$ cat src/rtl/rr_mux_pkg.sv
// Shared types and constants for the four-channel round-robin stream mux.
package rr_mux_pkg;

  localparam int NUM_CH = 4;
  localparam int SEL_W  = 2;

  typedef enum logic {
    IDLE,
    GRANT
  } state_t;

  function automatic logic [NUM_CH-1:0] ch_onehot(input logic [SEL_W-1:0] ch);
    logic [NUM_CH-1:0] v;
    v     = '0;
    v[ch] = 1'b1;
    return v;
  endfunction

endpackage

$ cat src/rtl/rr_pick4.sv
// Combinational rotating-priority picker: first request at or after start (mod 4),
// ignoring channels in the exclude mask.
module rr_pick4
  import rr_mux_pkg::*;
(
  input  logic [NUM_CH-1:0] req,
  input  logic [SEL_W-1:0]  start,
  input  logic [NUM_CH-1:0] exclude,
  output logic              found,
  output logic [SEL_W-1:0]  idx
);

  logic [NUM_CH-1:0] cand;
  logic [SEL_W-1:0]  ch;

  // NOTE: every variable written in always_comb gets a default before any branch,
  // otherwise a path that skips the assignment infers a latch.
  always_comb begin
    cand  = req & ~exclude;
    found = 1'b0;
    idx   = start;
    ch    = start;
    // Scan from the farthest offset down so the nearest hit is written last.
    for (int i = NUM_CH - 1; i >= 0; i--) begin
      ch = start + SEL_W'(i);
      if (cand[ch]) begin
        found = 1'b1;
        idx   = ch;
      end
    end
  end

endmodule

$ cat src/rtl/rr_mux4.sv
// Four-channel round-robin valid/ready merger with burst-limited fairness and a
// single registered output stage tagged with the source channel.
module rr_mux4
  import rr_mux_pkg::*;
#(
  parameter int WIDTH     = 8,
  parameter int MAX_BURST = 4
) (
  input  logic                    clk,
  input  logic                    rst_n,
  input  logic [NUM_CH-1:0]       in_valid,
  input  logic [NUM_CH*WIDTH-1:0] in_data,
  output logic [NUM_CH-1:0]       in_ready,
  output logic                    out_valid,
  output logic [WIDTH-1:0]        out_data,
  output logic [SEL_W-1:0]        out_sel,
  input  logic                    out_ready
);

  localparam int CNT_W = $clog2(MAX_BURST + 1);
  localparam logic [CNT_W-1:0] BURST_MAX = CNT_W'(MAX_BURST);
  localparam logic [CNT_W-1:0] CNT_ONE   = CNT_W'(1);

  state_t            state, state_nxt;
  logic [SEL_W-1:0]  owner, owner_nxt;
  logic [SEL_W-1:0]  ptr, ptr_nxt;
  logic [CNT_W-1:0]  burst_cnt, burst_nxt;

  logic              can_load;
  logic              owner_keep;
  logic              pick_found;
  logic              xfer;
  logic [SEL_W-1:0]  pick_idx;
  logic [SEL_W-1:0]  winner;
  logic [NUM_CH-1:0] excl;

  assign can_load   = !out_valid || out_ready;
  assign owner_keep = (state == GRANT) && in_valid[owner] && (burst_cnt < BURST_MAX);
  assign excl       = (state == GRANT && burst_cnt == BURST_MAX) ? ch_onehot(owner) : '0;

  rr_pick4 u_pick (
    .req     (in_valid),
    .start   (ptr),
    .exclude (excl),
    .found   (pick_found),
    .idx     (pick_idx)
  );

  // An exhausted owner that is the only requester falls through the exclusion
  // and keeps the grant.
  assign winner   = (owner_keep || !pick_found) ? owner : pick_idx;
  assign in_ready = (rst_n && can_load && |in_valid) ? ch_onehot(winner) : '0;
  assign xfer     = |in_ready;

  always_comb begin
    state_nxt = state;
    owner_nxt = owner;
    ptr_nxt   = ptr;
    burst_nxt = burst_cnt;
    case (state)
      IDLE: begin
        if (xfer) begin
          state_nxt = GRANT;
          owner_nxt = winner;
          burst_nxt = CNT_ONE;
        end
      end
      GRANT: begin
        if (xfer) begin
          if (winner == owner) begin
            burst_nxt = (burst_cnt == BURST_MAX) ? CNT_ONE : burst_cnt + CNT_ONE;
          end else begin
            owner_nxt = winner;
            burst_nxt = CNT_ONE;
            ptr_nxt   = owner + SEL_W'(1);
          end
        end else if (can_load) begin
          state_nxt = IDLE;
          ptr_nxt   = owner + SEL_W'(1);
        end
      end
    endcase
  end

  // NOTE: sequential state uses non-blocking assignments so every register
  // samples pre-edge values regardless of statement order.
  always_ff @(posedge clk) begin
    if (!rst_n) begin
      state     <= IDLE;
      owner     <= '0;
      ptr       <= '0;
      burst_cnt <= '0;
    end else begin
      state     <= state_nxt;
      owner     <= owner_nxt;
      ptr       <= ptr_nxt;
      burst_cnt <= burst_nxt;
    end
  end

  always_ff @(posedge clk) begin
    if (!rst_n) begin
      out_valid <= 1'b0;
      out_data  <= '0;
      out_sel   <= '0;
    end else if (can_load) begin
      out_valid <= xfer;
      if (xfer) begin
        out_data <= in_data[winner*WIDTH +: WIDTH];
        out_sel  <= winner;
      end
    end
  end

endmodule

$ cat config.mk
export PLATFORM = sky130hd
export DESIGN_NAME = rr_mux4
export DESIGN_NICKNAME = d
export VERILOG_FILES = /design/src/rtl/rr_mux_pkg.sv /design/src/rtl/rr_pick4.sv /design/src/rtl/rr_mux4.sv
export SDC_FILE = /design/constraint.sdc
export NUM_CORES = 1
export LEC_CHECK = 0
export ABC_AREA = 1
export CORE_UTILIZATION = 49
export DETAILED_ROUTE_END_ITERATION = 6
export GPL_TIMING_DRIVEN = 1
export PLACE_DENSITY = 0.83
export SLEW_MARGIN = 20
export SYNTH_ARGS = -nofsm -noshare
export SYNTH_HDL_FRONTEND = slang
export SYNTH_SLANG_ARGS = --single-unit
$ cat constraint.sdc
create_clock -name clk -period 8.2 [get_ports clk]
set_input_delay 2.46 -clock clk [delete_from_list [all_inputs] [get_ports clk]]
set_output_delay 2.46 -clock clk [all_outputs]
set_load 0.02 [all_outputs]
Yosys cells after proc, flatten, opt, wreduce, memory -nomap -nowiden

Index checks and enable logic that the tools add are counted.
Widths: inputs -> output; s select.

Bits of input ports: 39
Output and inout port bits: 15
Flip-flop bits (word level): 19

Muxes and demuxes: 41
Magnitude comparators: 9
Reduce and logical (&&, ||, !) cells: 18
Equal/unequal tests: 6
Add/sub/neg operators: 5
Shift operators: 1
Bitwise operators: 3

Operator list:

| kind                | count |
|---|---|
| $shiftx 32x6->8     | 1 |
| $mux 2              | 11 |
| $lt 2x3->1 const B  | 6 |
| $mux 1              | 14 |
| $mux 3              | 4 |
| $bmux 1 s2          | 5 |
| $mux 4              | 2 |
| $reduce_or 4->1     | 2 |
| $logic_and 1x1->1   | 7 |
| $ne 2x2->1 const B  | 3 |
| $pmux 3 s2          | 1 |
| $reduce_and 3->1    | 2 |
| $add 2x1->2 const B | 2 |
| $add 2x2->2 const B | 2 |
| $and 4x4->4         | 1 |
| $demux 1 s2         | 2 |
| $ge 2x1->1 const B  | 2 |
| $not 4->4           | 1 |
| $pmux 2 s2          | 1 |
| $reduce_and 2->1    | 2 |
| $add 3x1->3 const B | 1 |
| $eq 3x3->1 const B  | 1 |
| $lt 3x3->1 const B  | 1 |
| $eq 2x2->1          | 1 |
| other kinds (6)     | 8 |

Longest topological paths before layout

Depth in word-level cells: 24
Depth in mapped cells: 19

Hierarchy

A second synthesis with hierarchy kept.

Cell total of the unflattened synthesis: 272
Area total of the unflattened synthesis: 1609.0 um^2

Modules (own cells, without submodules):

| module   | instances | sequential area each (um^2) | area an instance (um^2) | cells each |
|---|---|---|---|---|
| rr_mux4  | 1         | 380.4                       | 1358.8                  | 221 |
| rr_pick4 | 1         | 0.0                         | 250.2                   | 51 |

Worst setup path before layout

OpenSTA, ideal clock, no wires.

Path type: input -> output
Start point: in in_valid[0]
End point: out in_ready[0]
Required time: 5740 ps
Arrival time: 3902 ps
Setup slack: 1838 ps
Stages on the path: 11
Cell sequence: nor2_1 o31ai_1 inv_2 nor2_1 a21oi_2 o21ai_4 buf_6 inv_2 nor2_2 inv_2 nor2_1

Word-level cells in the longest chain between the ends: 15

RTL lines:

| item                                                                  | line             | text |
|---|---|---|
| start, declared                                                       | rr_mux4.sv:11    | `input logic [NUM_CH-1:0] in_valid,` |
| $and 4x4->4                                                           | rr_pick4.sv:19   | `cand = req & ~exclude;` |
| $bmux 1 s2                                                            | rr_pick4.sv:26   | `if (cand[ch]) begin` |
| $mux 1 (implied by the code)                                          | rr_pick4.sv:26   |  |
| $mux 1 (4 in a row)                                                   | rr_pick4.sv:26   |  |
| $logic_not 1->1                                                       | rr_mux4.sv:51    | `assign winner = (owner_keep \|\| !pick_found) ? owner : pick_idx;` |
| $logic_or 1x1->1                                                      | rr_mux4.sv:51    |  |
| $mux 2                                                                | rr_mux4.sv:51    |  |
| $lt 2x3->1 (implied by the code) / $ge 2x1->1 (equally long branches) | rr_mux_pkg.sv:15 | `v[ch] = 1'b1;` |
| $logic_and 1x1->1 (implied by the code)                               | rr_mux_pkg.sv:15 |  |
| $mux 1 (implied by the code)                                          | rr_mux_pkg.sv:15 |  |
| $demux 1 s2                                                           | rr_mux_pkg.sv:15 |  |
| $mux 4 (*)                                                            | rr_mux4.sv:52    | `assign in_ready = (rst_n && can_load && \|in_valid) ? ch_onehot(winner) : '0;` |
| end, declared                                                         | rr_mux4.sv:13    | `output logic [NUM_CH-1:0] in_ready,` |

Mark *: on every way between the ends. The rest lies on a longest branch, timed or not. The select of a mux whose other input is x is not followed.

Worst setup path after layout

Ends and elaborated chain as after synthesis.

==> key figures <==
STA
  – Worst-Margin Slew: 0.533 ns
  – Fin crit share: 90.7%
  – Fmax: 134 MHz
  – Slew Viols, Final: 0
  – Fin. Hold Viols: 0
  – Setup_tns: 0 ns
  – RSZ-0062 raised after global routing: no
  – Final number of setup-violating endpoints: 0
  – Final min period: 7.44 ns
  – Layout Skew: 0.00352 ns
  – Rel. slew slack: 64.3%

Layout
  – Area Growth Syn to Fin: 35.3%
  – Ant diodes: 0
  – Fin area: 2140 um2
  – Layout cells sized above 1: 10.4%
  – Nets: 353

Clock tree
  – Cts repair resizes: 0
  – CTS root buffer: clkbuf_4
  – H-tree depth: 1
  – Post-CTS Hold Buffers: 0
  – Postcts setup bufs: 0
  – CTS tree: built
  – Bufs on Longest Clock Path: 2
  – Num Clock Sinks: 19
  – CTS buffer count: 3
  – Clock latency on the worst-skew pair: 0.31 ns
  – Clock transition at path regs: 0.12 ns

Synthesis
  – Synth Area in XOR/XNOR: 0.552%
  – Post-Syn Area: 1590 um2
  – Post-Synthesis Cells: 257
  – Post-synthesis simple-gate area fraction: 47.8%
  – Synth Area in Compound Gates: 12.0%
  – Syn Nets: 302
  – Syn_area_per_cell: 6.17 um2
  – Yosys warns: 0
  – Sequential share of the synthesized area: 24.0%
  – Post-synthesis mux area share: 0%
  – Post-Synth Adder-Cell Area: 4.74%
  – Synth unique cells: 32
  – Synthesized flop and latch total: 19
  – Largest family of logic cells by synthesized area: simple AND/OR/NAND/NOR gates

Power and ir drop
  – Pwr/cell area: 166 nW/um2
  – VDD IR max: 101 uV
  – Tot Pwr: 355 uW
  – Leakage power total: 0.000979 uW

Critical path
  – Critical Path Slowest Stage Cell: clkdlybuf4s50_1
  – Crit Path Max Fanout: 13
  – CP Capture Type: primary output
  – Crit Path Category: in2out
  – Slowest stage delay, CP: 0.60 ns
  – RR Startpoint: owner[1]$_SDFFE_PN0P_
  – Critical path endpoint: in_ready[0]
  – Startpoint types: input pin
  – CP cell instances: clkdlybuf4s50_1 > nor2_1 > o31ai_1 > inv_2 > nor2_1 > a21oi_2 > o21ai_4 > inv_2 > nor2_2 > inv_2 > nor2_1 > clkdlybuf4s50_1
  – CP Buf/Inv Count: 5
  – Crit. path cell count: 12
  – Critical Path RT: 5.74 ns
  – Top delay family on crit path: buffers and inverters
  – R2R setup slack: 5.69 ns
  – Worst Path Arrival: 4.98 ns
  – Worst r2r dst: out_data[7]$_SDFFE_PN0P_
  – Worst r2r path cells: 19
  – Crit path from: in_valid[0]

Floorplanning
  – Full die area: 3470 um2
  – Die X: 58.9 um
  – Initial Util: 51.9%
  – # IOs: 54
  – Row count: 20
  – Die H: 58.9 um
  – Core Region: 3050 um2

Run status
  – Status: complete, no violations

Route
  – DRC viols: 0
  – Routed Antenna Nets: 0
  – Routed wire length: 3720 um
  – Total number of vias: 1723
  – Routed len/inst: 10.6 um
  – Via density: 4.91
  – Starting DRC count in detailed routing: 69
  – Detailed Routing Iterations Pass 1: 4

GRT
  – Vias in the first global route: 1505
  – Grt ovf: 0
  – Largest net degree at the start of global routing: 19
  – Initial antenna violation count: 0
  – First-pass GRT wire length: 6270 um
  – GRT Total Usage: 22.9%

Min path
  – Hold Path Class: reg2reg

Place
  – DP HPWL: 2960 um
  – PortBufs: 53
  – RD Place Congestion: 0.853
  – Cell area after placement: 2110 um2

Job
  – MaxCap Viol Count: 0
-- how the worst min path moves through the flow --
| stage | startpoint | end | slack (ns) | cells past startpoint |
|---|---|---|---|---|
| after global placement | out_data[3]$_SDFFE_PN0P_ | out_data[3]$_SDFFE_PN0P_ | 0.47 | 2 |
| after CTS | out_data[1]$_SDFFE_PN0P_ | out_data[1]$_SDFFE_PN0P_ | 0.49 | 2 |
| after floorplan | burst_cnt[1]$_SDFFE_PN0P_ | burst_cnt[1]$_SDFFE_PN0P_ | 0.46 | 2 |
| after detailed placement | out_data[1]$_SDFFE_PN0P_ | out_data[1]$_SDFFE_PN0P_ | 0.46 | 2 |
| final | out_data[7]$_SDFFE_PN0P_ | out_data[7]$_SDFFE_PN0P_ | 0.48 | 2 |
| after global routing | out_data[1]$_SDFFE_PN0P_ | out_data[1]$_SDFFE_PN0P_ | 0.50 | 2 |
-- metrics by stage --
step	instances	setup slack, ns	util (%)	hold slack [ns]
after floorplan	257	1.84	-	0.462
after global placement	347	0.788	69.3	0.466
after detailed placement	347	0.765	69.3	0.461
after CTS	351	0.750	70.2	0.486
after global routing	351	0.482	70.2	0.501
final	351	0.762	70.2	0.481
-- synth_stat cells --
cell | count | area share [%]
ha_1 | 6 | 4.7
o21ai_1 | 5 | 1.6
o31ai_1 | 1 | 0.47
o211ai_2 | 3 | 2.4
o21ai_2 | 1 | 0.55
nand2_2 | 3 | 1.2
nor4_1 | 1 | 0.39
xor2_1 | 1 | 0.55
nor2_2 | 1 | 0.39
nor2_1 | 41 | 9.7
buf_6 | 2 | 1.4
clkbuf_1 | 3 | 0.71
nor2_8 | 1 | 1.3
inv_6 | 1 | 0.55
nor2_4 | 2 | 1.4
dfxtp_1 | 19 | 24
nand3_4 | 1 | 1.1
buf_8 | 1 | 0.95
nand2_8 | 1 | 1.3
a21oi_2 | 1 | 0.55
o21ai_0 | 4 | 1.3
a31oi_1 | 1 | 0.39
inv_1 | 17 | 4.0
a21oi_1 | 12 | 3.8
nand3_1 | 31 | 9.8
buf_4 | 2 | 0.95
nand2_1 | 76 | 18
nor3_1 | 2 | 0.63
nand4_1 | 5 | 2.0
inv_2 | 10 | 2.4
o21ai_4 | 1 | 1.0
nand3_2 | 1 | 0.63
-- flip-flops by register name, indices dropped and copies added, names as in the netlist --
name       count
burst_cnt      3
out_data       8
out_sel        2
out_valid      1
owner          2
ptr            2
state          1
-- area by class of cell --
type / instances / area, um2
fill: 312 / 908
sequential: 19 / 380
clock inverter: 1 / 7.51
clock buffer: 3 / 22.5
tap: 44 / 55.1
timing repair buffer: 54 / 538
inverter: 28 / 110
multi-input combinational: 202 / 1030
-- worst reg2reg max path, delay by kind of cell (launching register included) --
kind          cells  cell delay [ns]
fa+ha+maj         1             0.21
flops             1             0.50
buf+inv           2             0.26
simple gates     16             1.50
-- logic make-up after synthesis --
group / after synthesis
buf+inv: 36
simple gates: 166
xor+xnor: 1
fa+ha+maj: 6
compound gates: 29
flops: 19
-- layout by cell type, fill, tap and decap left out, drive strengths merged --
| cell | count |
|---|---|
| buf | 1 |
| nand2 | 80 |
| clkinvlp | 1 |
| o21ai | 11 |
| nor2 | 45 |
| a21oi | 13 |
| nor3 | 2 |
| o211ai | 3 |
| clkdlybuf4s50 | 53 |
| clkbuf | 3 |
| ha | 6 |
| nand4 | 5 |
| o31ai | 1 |
| nand3 | 33 |
| a31oi | 1 |
| dfxtp | 19 |
| nor4 | 1 |
| inv | 28 |
| xor2 | 1 |
-- report_power, final --
part	switching, uW	internal, uW
combinational	107	79.4
sequential	10.9	106
clock	32.5	18.6
total	151	204
-- layer usage --
layer,wire length (um),vias to the layer above,GRT usage [%]
met4,9,0,3.06
met3,133,2,3.74
li1,-,925,-
met1,1830,765,30.0
met5,0,-,0
met2,1740,31,40.4
(Power assumes the default switching activity.)
